## config.mk

```make
export PLATFORM = sky130hd
export DESIGN_NAME = nem_ohmux_bbm_seq
export DESIGN_NICKNAME = d
export VERILOG_FILES = /design/src/rtl/nem_ohmux_pkg.sv /design/src/rtl/nem_ohmux_onehot_chk.sv /design/src/rtl/nem_ohmux_bbm_seq.sv
export SDC_FILE = /design/constraint.sdc
export NUM_CORES = 1
export LEC_CHECK = 0
export CORE_MARGIN = 2
export CORE_UTILIZATION = 45
export DETAILED_ROUTE_END_ITERATION = 10
export PLACE_DENSITY = 0.84
export SYNTH_ARGS = -nofsm -noshare
export SYNTH_HDL_FRONTEND = slang
export SYNTH_HIERARCHICAL = 1
export SYNTH_SLANG_ARGS = --single-unit
```

## constraint.sdc

```tcl
create_clock -name CP -period 2.42 [get_ports CP]
set_clock_uncertainty 0.1 [all_clocks]
set_input_delay 0.242 -clock CP [delete_from_list [all_inputs] [get_ports CP]]
set_output_delay 0.242 -clock CP [all_outputs]
set_load 0.01 [all_outputs]
```

## src/rtl/nem_ohmux_pkg.sv

```systemverilog
// Shared types and helpers for the break-before-make NEM one-hot inverting mux.
// Imported by the request checker and the sequencing top.
package nem_ohmux_pkg;

    typedef enum logic [1:0] {
        StIdle,
        StBreak,
        StMake
    } state_e;

    // Widest select vector the one-hot helper handles; NUM_IN must not exceed this.
    localparam int unsigned MaxIn = 64;

    function automatic int unsigned cnt_width(input int unsigned t_break,
                                              input int unsigned t_make);
        int unsigned longest;
        longest = (t_break > t_make) ? t_break : t_make;
        return $clog2(longest + 1);
    endfunction

    // Clearing the lowest set bit leaves zero only when exactly one bit was set.
    function automatic logic onehot_chk(input logic [MaxIn-1:0] vec);
        return (vec != '0) && ((vec & (vec - MaxIn'(1))) == '0);
    endfunction

endpackage

```

## src/rtl/nem_ohmux_onehot_chk.sv

```systemverilog
// Combinational validation of a select request: flags exactly-one-hot and all-zero.
// Used by the sequencer to drop malformed requests before they reach the relays.
module nem_ohmux_onehot_chk
    import nem_ohmux_pkg::*;
#(
    parameter int unsigned NUM_IN = 4
) (
    input  logic [NUM_IN-1:0] req,
    output logic              is_onehot,
    output logic              is_zero
);

    logic [MaxIn-1:0] req_ext;

    assign req_ext   = MaxIn'(req);
    assign is_onehot = onehot_chk(req_ext);
    assign is_zero   = (req == '0);

endmodule

```

## src/rtl/nem_ohmux_bbm_seq.sv

```systemverilog
// Parametrised NEM one-hot inverting mux with break-before-make relay sequencing.
// A new select opens every relay for T_BREAK cycles, closes the new one, then settles for T_MAKE.
module nem_ohmux_bbm_seq
    import nem_ohmux_pkg::*;
#(
    parameter int unsigned NUM_IN  = 4,
    parameter int unsigned WIDTH   = 1,
    parameter int unsigned T_BREAK = 2,
    parameter int unsigned T_MAKE  = 3
) (
    input  logic                    CP,
    input  logic                    CDN,
    input  logic [NUM_IN*WIDTH-1:0] I,
    input  logic [NUM_IN-1:0]       SEL_REQ,
    input  logic                    SEL_VALID,
    output logic                    SEL_READY,
    output logic [NUM_IN-1:0]       S,
    output logic [WIDTH-1:0]        ZN,
    output logic                    SETTLED,
    output logic                    SEL_ERR
);

    localparam int unsigned CW = cnt_width(T_BREAK, T_MAKE);
    localparam logic [CW-1:0] BreakLoad = CW'(T_BREAK - 1);
    localparam logic [CW-1:0] MakeLoad  = CW'(T_MAKE - 1);

    state_e              state_q, state_d;
    logic [CW-1:0]       cnt_q, cnt_d;
    logic [NUM_IN-1:0]   pend_q, pend_d;
    logic [NUM_IN-1:0]   s_q, s_d;
    logic [WIDTH-1:0]    zn_q, zn_d;
    logic                settled_q, settled_d;
    logic                err_q, err_d;

    logic                req_onehot;
    logic                req_zero;
    logic                req_bad;
    logic                accept;
    logic [WIDTH-1:0]    or_acc;

    nem_ohmux_onehot_chk #(
        .NUM_IN (NUM_IN)
    ) u_onehot_chk (
        .req       (SEL_REQ),
        .is_onehot (req_onehot),
        .is_zero   (req_zero)
    );

    assign req_bad   = req_zero | ~req_onehot;
    assign SEL_READY = (state_q == StIdle);
    assign accept    = SEL_VALID & SEL_READY;

    always_comb begin
        state_d   = state_q;
        cnt_d     = cnt_q;
        pend_d    = pend_q;
        s_d       = s_q;
        settled_d = settled_q;
        err_d     = err_q;

        unique case (state_q)
            StIdle: begin
                if (accept) begin
                    if (req_bad) begin
                        err_d = 1'b1;
                    end else if (SEL_REQ != s_q) begin
                        // Open every relay first; the new one closes only after release.
                        s_d       = '0;
                        settled_d = 1'b0;
                        pend_d    = SEL_REQ;
                        cnt_d     = BreakLoad;
                        state_d   = StBreak;
                    end
                end
            end
            StBreak: begin
                if (cnt_q == '0) begin
                    s_d     = pend_q;
                    cnt_d   = MakeLoad;
                    state_d = StMake;
                end else begin
                    cnt_d = cnt_q - CW'(1);
                end
            end
            StMake: begin
                if (cnt_q == '0) begin
                    settled_d = 1'b1;
                    state_d   = StIdle;
                end else begin
                    cnt_d = cnt_q - CW'(1);
                end
            end
            default: begin
                s_d     = '0;
                state_d = StIdle;
            end
        endcase
    end

    // The output register sees the select value being loaded this edge, so ZN never lags S.
    always_comb begin
        or_acc = '0;
        for (int k = 0; k < NUM_IN; k++) begin
            if (s_d[k]) begin
                or_acc = or_acc | I[k*WIDTH +: WIDTH];
            end
        end
        zn_d = ~or_acc;
    end

    always_ff @(posedge CP or negedge CDN) begin
        if (!CDN) begin
            state_q   <= StIdle;
            cnt_q     <= '0;
            pend_q    <= '0;
            s_q       <= '0;
            zn_q      <= '1;
            settled_q <= 1'b1;
            err_q     <= 1'b0;
        end else begin
            state_q   <= state_d;
            cnt_q     <= cnt_d;
            pend_q    <= pend_d;
            s_q       <= s_d;
            zn_q      <= zn_d;
            settled_q <= settled_d;
            err_q     <= err_d;
        end
    end

    assign S       = s_q;
    assign ZN      = zn_q;
    assign SETTLED = settled_q;
    assign SEL_ERR = err_q;

endmodule

```

==> key figures, run 1 <==
Run status
  • Status: complete, no violations

Placement
  • Placed Instances: 132
  • Detailed Place HPWL: 1.62 mm
  • Pre-CTS setup slack: -0.0255 ns
  • Input/output buffers: 18
  • Placer Congestion: 0.796

Timing
  • Final Hold Fails: 0
  • Final worst-path setup slack: 0.277 ns
  • Final setup violation count: 0
  • Slew Limit Fails: 0
  • RSZ-0062 raised after global routing: false
  • Rel. slew slack: 0.539
  • Min Tclk post-route: about 2.1 ns
  • Slew at the pin closest to its max-slew limit: between 0.6 and 0.7 ns
  • Period utilisation layout: 0.885
  • Max Clk Rate: 0.467 GHz

Finish
  • Final std cells w/o fill: 136
  • Layout cells sized above 1: 0.193
  • NumNets Final: 128
  • Antenna diodes: 0
  • Area Growth Syn to Fin: 33.3%

Setup path
  • Top delay family on crit path: compound AO/OA/AOI/OAI gates
  • Worst path arrival time: 2.22 ns
  • Critical path endpoint category: flop
  • Reg2reg start: state_q[1]
  • Max incr delay on CP: 0.50 ns
  • Worst path required time: about 2.5 ns
  • CP Launch Point: SEL_REQ[2]
  • Critical path buffers and inverters: 1
  • Setup crit start kind: input port
  • Crit Path Max Fanout: 5
  • Critical path cell sequence: clkdlybuf4s50_1, nor4b_1, a211o_1, nand3b_1, a41o_1, a221oi_4, mux2_1
  • Crit path kind: input port to flop
  • Worst path slowest cell: clkdlybuf4s50_1

Detailed routing
  • Antenna-violating nets left: 0
  • # DRC: 0
  • Iter 0 DRT Violations: 9
  • DRT Wirelength: 2.10 mm
  • DR vias/cell: around 5.6
  • Avg WL per Cell: 15.4 um
  • Drt pass-1 iters: 4
  • Via Count: 756

Yosys
  • Number of distinct library cells after synthesis: 31
  • Synth Net Count: 97
  • Netlist Area Pre-Place: 905 sq um
  • Syn Inst Count: 79
  • Synth Register Bits: 15
  • Yosys synthesis warning count: 6
  • Synth Area per Inst: 11.5 sq um
  • Register area share after synthesis: 0.418

Global routing
  • Remaining global-route overflow: 0
  • First-pass GRT wire length: approximately 3.7 mm
  • Pin count of the biggest net entering global routing: 16
  • Initial antenna violation count: 0
  • Vias in the first global route: 810
  • GRT Resource Usage Total: 0.201

Power
  • Internal Power: 824 uW
  • Clock power share: 0.107
  • NetSw: between 500 and 600 uW
  • Leak: between 0.5 and 0.6 nW
  • Share of power burned in registers: 0.337
  • Switch share: 0.404
  • Combinational share of power: 0.556
  • Peak VDD IR: 0.630 mV
  • PD cells: 1150 mW/mm^2

Die
  • Num rows: 16
  • DIE AREA: ~0.0024 sq mm
  • Initial core utilization: 0.471
  • Num ports: 19
  • Die width: 48.8 um
  • CORE AREA: 0.00192 sq mm
  • Die Y-Extent: 48.8 um

Clock tree
  • Clock Latency Late Sink: 0.29 ns
  • Clk root buf: clkbuf_4
  • Clk slew on worst S/H paths: 0.09 ns
  • Post-CTS Setup Bufs: 0
  • Clock sink count: 15
  • CTS Buf Count: 3
  • CTS tree: done
  • Clock buffer depth: 2
  • Resized Gates After CTS: 0
  • CTS Hold Bufs: 0
  • H-tree depth: 1

Min path
  • Hold WC Path Type: input port to asynchronous set/reset pin

Job
  • Max cap viols: 0
-- logic make-up (layout without fill, tap and decap cells) --
| logic type | after synthesis | in the layout | synth area share |
|---|---|---|---|
| flops | 15 | 15 | 0.418 |
| buf+inv | 7 | 37 | 0.0291 |
| mux | 7 | 7 | 0.0857 |
| compound gates | 22 | 22 | 0.224 |
| fa+ha+maj | 7 | 7 | 0.0968 |
| xor+xnor | 5 | 5 | 0.0484 |
| simple gates | 16 | 16 | 0.0982 |
-- worst paths after layout --
kind / end / slack, ns / cells after the start
worst min-delay path: pend_q[0] / 0.26 / 1
max in group asynchronous: cnt_q[1] / 1.52 / 1
worst max-delay path: cnt_q[0] / 0.28 / 7
worst min register to register: SEL_ERR / 0.38 / 1
min in group CP: SEL_ERR / 0.38 / 1
worst max register to register: pend_q[1] / 0.58 / 5
-- layer usage --
metal  GRT usage  share of wire  vias up
met2       0.372           0.51       24
met1       0.226           0.42      371
met3      0.0521          0.055        5
met5           0              0        -
li1            -              -      356
met4      0.0571          0.014        0
-- synthesized netlist by cell type --
master	instances	area share
a41o_1	1	0.011
nor2b_1	1	0.0069
mux2_2	4	0.050
mux2_1	2	0.025
dfstp_2	2	0.058
nor4b_1	2	0.019
xor2_1	1	0.0097
xnor2_1	4	0.039
o2bb2a_1	1	0.011
a21o_1	1	0.0083
nand4b_1	1	0.0097
a31o_2	1	0.0097
a22oi_1	5	0.041
a221oi_4	1	0.029
dfrtp_1	13	0.36
a22o_1	4	0.039
nor4_1	1	0.0069
o2bb2ai_1	1	0.0097
inv_1	7	0.029
nand3b_1	1	0.0083
nor2_1	5	0.021
a21oi_1	3	0.017
ha_1	7	0.097
nand2b_1	1	0.0069
a221o_1	1	0.011
a211o_1	1	0.0097
a221oi_1	1	0.0097
mux2i_1	1	0.011
or3_1	1	0.0069
a41oi_2	1	0.018
nand2_1	3	0.012
-- placed cells by master, fill, tap and decap left out, drive strengths merged, types with 4 or more instances in the layout --
cell type      count
a22oi              5
a22o               4
clkdlybuf4s50     18
inv                7
buf                8
ha                 7
nor2               5
dfrtp             13
xnor2              4
mux2               6
-- stage by stage --
stage / instance area [sq um] / power, mW / TNS [ns] / hold WS (ns) / util
after floorplan: 905 / 0.935 / 0 / -0.154 / -
after global placement: 1180 / 1.19 / 0 / 0.354 / 0.613
after detailed placement: 1180 / 1.24 / -0.0255 / 0.359 / 0.613
after CTS: 1210 / 1.39 / 0 / 0.284 / 0.628
after global routing: 1210 / 1.49 / 0 / 0.326 / 0.628
final: 1210 / 1.38 / 0 / 0.261 / 0.628
-- flip-flops by register name (all words and copies together), names as in the netlist --
register,cells
cnt_q,2
SEL_ERR,1
S,4
pend_q,4
ZN,1
state_q,2
SETTLED,1
-- power by group through the flow --
stage | registers, mW | logic (mW) | clock network (mW)
floorplan | 0.462 | 0.473 | 0
global placement | 0.464 | 0.724 | 0
detailed placement | 0.470 | 0.768 | 0
finish | 0.466 | 0.769 | 0.148
CTS | 0.465 | 0.774 | 0.148
global route | 0.483 | 0.839 | 0.165
-- worst register-to-register path: cells and delay by family, from the launching register on --
kind,cells,cell delay [ns]
simple gates,1,0.13
fa+ha+maj,1,0.23
mux,1,0.38
flops,1,0.41
buf+inv,1,0.13
compound gates,1,0.34
-- final cells by class --
class	instances	area (sq um)
Clock inverter	1	5.00
Multi-Input combinational cell	57	500
Sequential cell	15	378
Fill cell	178	716
Timing Repair Buffer	26	240
Clock buffer	3	22.5
Tap cell	27	33.8
Inverter	7	26.3
(Power assumes the default switching activity.)
==> run 2: changes to the inputs <==
Settings changed: CTS_BUF_LIST from default to sky130_fd_sc_hd__clkbuf_8, TNS_END_PERCENT from default to 100.
==> run 2 against run 1 <==
Final cell count did not move; count of clock-buffer cells in the layout did not move; highest routed layer unchanged; maximum frequency is 3.6% lower; core utilization grew 0.98 points; power rose by 3.8%; non-clock buffer count did not move; first-iteration DRC count up 67%; sequential share of layout area is 0.48 points lower; largest cell class unchanged; clock power is 37% higher; design area rose by 1.6%; critical path depth unchanged; register-to-register slack hardly changed.
==> key figures, run 2 (same netlist as run 1, synthesis figures left out) <==
Timing
  • Period utilisation layout: 0.919 (+0.0333)
  • Slew at the pin closest to its max-slew limit: 0.675 ns (-0.0139 ns)
  • RSZ-0062 raised after global routing: false
  • Final setup violation count: 0 (unchanged)
  • Rel. slew slack: 0.549 (+0.00927)
  • Final Hold Fails: 0 (unchanged)
  • Hold slack: 0.304 ns (+0.0426 ns)
  • Slew Limit Fails: 0 (unchanged)
  • Min Tclk post-route: 2.22 ns (+0.0805 ns)
  • Max Clk Rate: 0.450 GHz (-3.6%)

Power
  • Combinational share of power: 0.534 (-0.022)
  • PD cells: 1170 mW/mm^2 (+2.2%)
  • NetSw: 558 uW (-0.25%)
  • Switch share: 0.389 (-0.0157)
  • Leak: 0.534 nW (+1.5%)
  • Peak VDD IR: 0.606 mV (-3.8%)
  • Internal Power: 877 uW (+6.5%)
  • Clock power share: 0.142 (+0.035)
  • Share of power burned in registers: 0.324 (-0.013)

Clock tree
  • Clk slew on worst S/H paths: 0.06 ns (-0.03 ns)
  • Clock sink count: 15 (unchanged)
  • CTS Hold Bufs: 0 (unchanged)
  • Clock buffer depth: 2 (unchanged)
  • CTS tree: done
  • Clock Latency Late Sink: 0.25 ns (-0.04 ns)
  • Resized Gates After CTS: 0 (unchanged)
  • Post-CTS Setup Bufs: 0 (unchanged)
  • Clk root buf: clkbuf_8
  • CTS Buf Count: 3 (unchanged)
  • H-tree depth: 1 (unchanged)

Die
  • Num ports: 19 (unchanged)
  • Num rows: 16 (unchanged)
  • Initial core utilization: 0.471 (unchanged)
  • DIE AREA: 0.00238 sq mm (unchanged)
  • Die width: 48.8 um (unchanged)
  • Die Y-Extent: 48.8 um (unchanged)
  • CORE AREA: 0.00192 sq mm (unchanged)

Placement
  • Input/output buffers: 18 (unchanged)
  • DP Area: 0.00118 sq mm (unchanged)
  • Detailed Place HPWL: 1.62 mm (unchanged)
  • Placer Congestion: 0.796 (unchanged)

Finish
  • Layout cells sized above 1: 0.193 (unchanged)
  • NumNets Final: 128 (unchanged)
  • Commonest non-fill, non-tap cell in the layout: clkdlybuf4s50_1
  • Footprint of the multi-input gates: 500 sq um (unchanged)
  • Fin area: 0.00122 sq mm (+1.6%)
  • Commonest non-fill, non-tap cells in the layout: clkdlybuf4s50_1, dfrtp_1, buf_4
  • Antenna diodes: 0 (unchanged)
  • Register area: 378 sq um (unchanged)
  • Layout fillers: 176 (-1.1%)
  • Area Growth Syn to Fin: 35.4%

Global routing
  • Pin count of the biggest net entering global routing: 16 (unchanged)
  • GRT Resource Usage Total: 0.202 (+0.000660)
  • First-pass GRT wire length: 3.71 mm (+0.19%)
  • Vias in the first global route: 838 (+3.5%)
  • Initial antenna violation count: 0 (unchanged)
  • Remaining global-route overflow: 0 (unchanged)

Setup path
  • Top delay family on crit path: compound AO/OA/AOI/OAI gates
  • Crit Path Max Fanout: 5 (unchanged)
  • Crit path kind: input port to flop
  • Worst reg2reg endpoint: pend_q[1]
  • Critical path cell sequence: clkdlybuf4s50_1, nor4b_1, a211o_1, nand3b_1, a41o_1, a221oi_4, mux2_1
  • R2R setup slack: 0.58 ns (about the same)
  • Worst path slowest cell: clkdlybuf4s50_1
  • Reg2reg start: state_q[1]
  • Register-to-Register Path Depth: 5 (unchanged)
  • Worst path arrival time: 2.25 ns (+0.03 ns)
  • Critical path buffers and inverters: 1 (unchanged)
  • Setup crit start kind: input port
  • Max incr delay on CP: 0.50 ns (about the same)
  • Worst path required time: 2.45 ns (-0.05 ns)
  • Critical path endpoint category: flop

Min path
  • Hold WC Path Type: input port to asynchronous set/reset pin

Detailed routing
  • Iter 0 DRT Violations: 15 (+6)
  • Avg WL per Cell: 15.4 um (about the same)
  • Via Count: 755 (-0.13%)
  • Antenna-violating nets left: 0 (unchanged)
  • # DRC: 0 (unchanged)
  • Drt pass-1 iters: 4 (unchanged)
  • DRT Wirelength: 2.10 mm (about the same)
  • DR vias/cell: 5.55 (-0.13%)

Run status
  • Status: complete, no violations

Job
  • Max cap viols: 0 (unchanged)
[run 2: cell counts in the layout (fill, tap and decap cells not counted)]
Identical to the previous run, type by type.
[run 2: worst max path at each step]
stage	from	end	slack, ns	cells past startpoint
global route	SEL_REQ[2]	S[0]	0.13	8
global placement	SEL_REQ[2]	cnt_q[0]	0.08	7
CTS	SEL_REQ[2]	cnt_q[0]	0.24	7
floorplan	SEL_REQ[0]	cnt_q[0]	0.56	6
detailed placement	SEL_REQ[2]	cnt_q[0]	-0.03	7
finish	SEL_REQ[2]	cnt_q[0]	0.20	7
[run 2: layout make-up]
type | instances | share of cell area
Multi-Input combinational cell | 57 | 0.409
Clock inverter | 1 | 0.00409
Sequential cell | 15 | 0.308
Clock buffer | 3 | 0.0337
Inverter | 7 | 0.0215
Timing Repair Buffer | 26 | 0.196
Tap cell | 27 | 0.0276
[run 2: stage by stage]
stage	util	power (mW)	worst slack [ns]	std cells	TNS (ns)
floorplan	-	0.935	0.562	79	0
global placement	0.613	1.19	0.0759	132	0
detailed placement	0.613	1.24	-0.0255	132	-0.0255
CTS	0.637	1.45	0.238	136	0
global route	0.637	1.54	0.135	136	0
finish	0.637	1.43	0.197	136	0
[run 2: power by group through the flow]
| stage | clock network, mW | registers [mW] | logic [mW] |
|---|---|---|---|
| finish | 0.203 | 0.465 | 0.766 |
| global placement | 0 | 0.464 | 0.724 |
| detailed placement | 0 | 0.470 | 0.768 |
| CTS | 0.209 | 0.466 | 0.773 |
| floorplan | 0 | 0.462 | 0.473 |
| global route | 0.223 | 0.483 | 0.838 |
[run 2: routing by layer]
layer,global-route usage,vias to the layer above,share of wire
met5,0,-,0
met4,0.0857,0,0.0095
met3,0.0460,4,0.056
met2,0.368,24,0.52
met1,0.224,371,0.42
li1,-,356,-
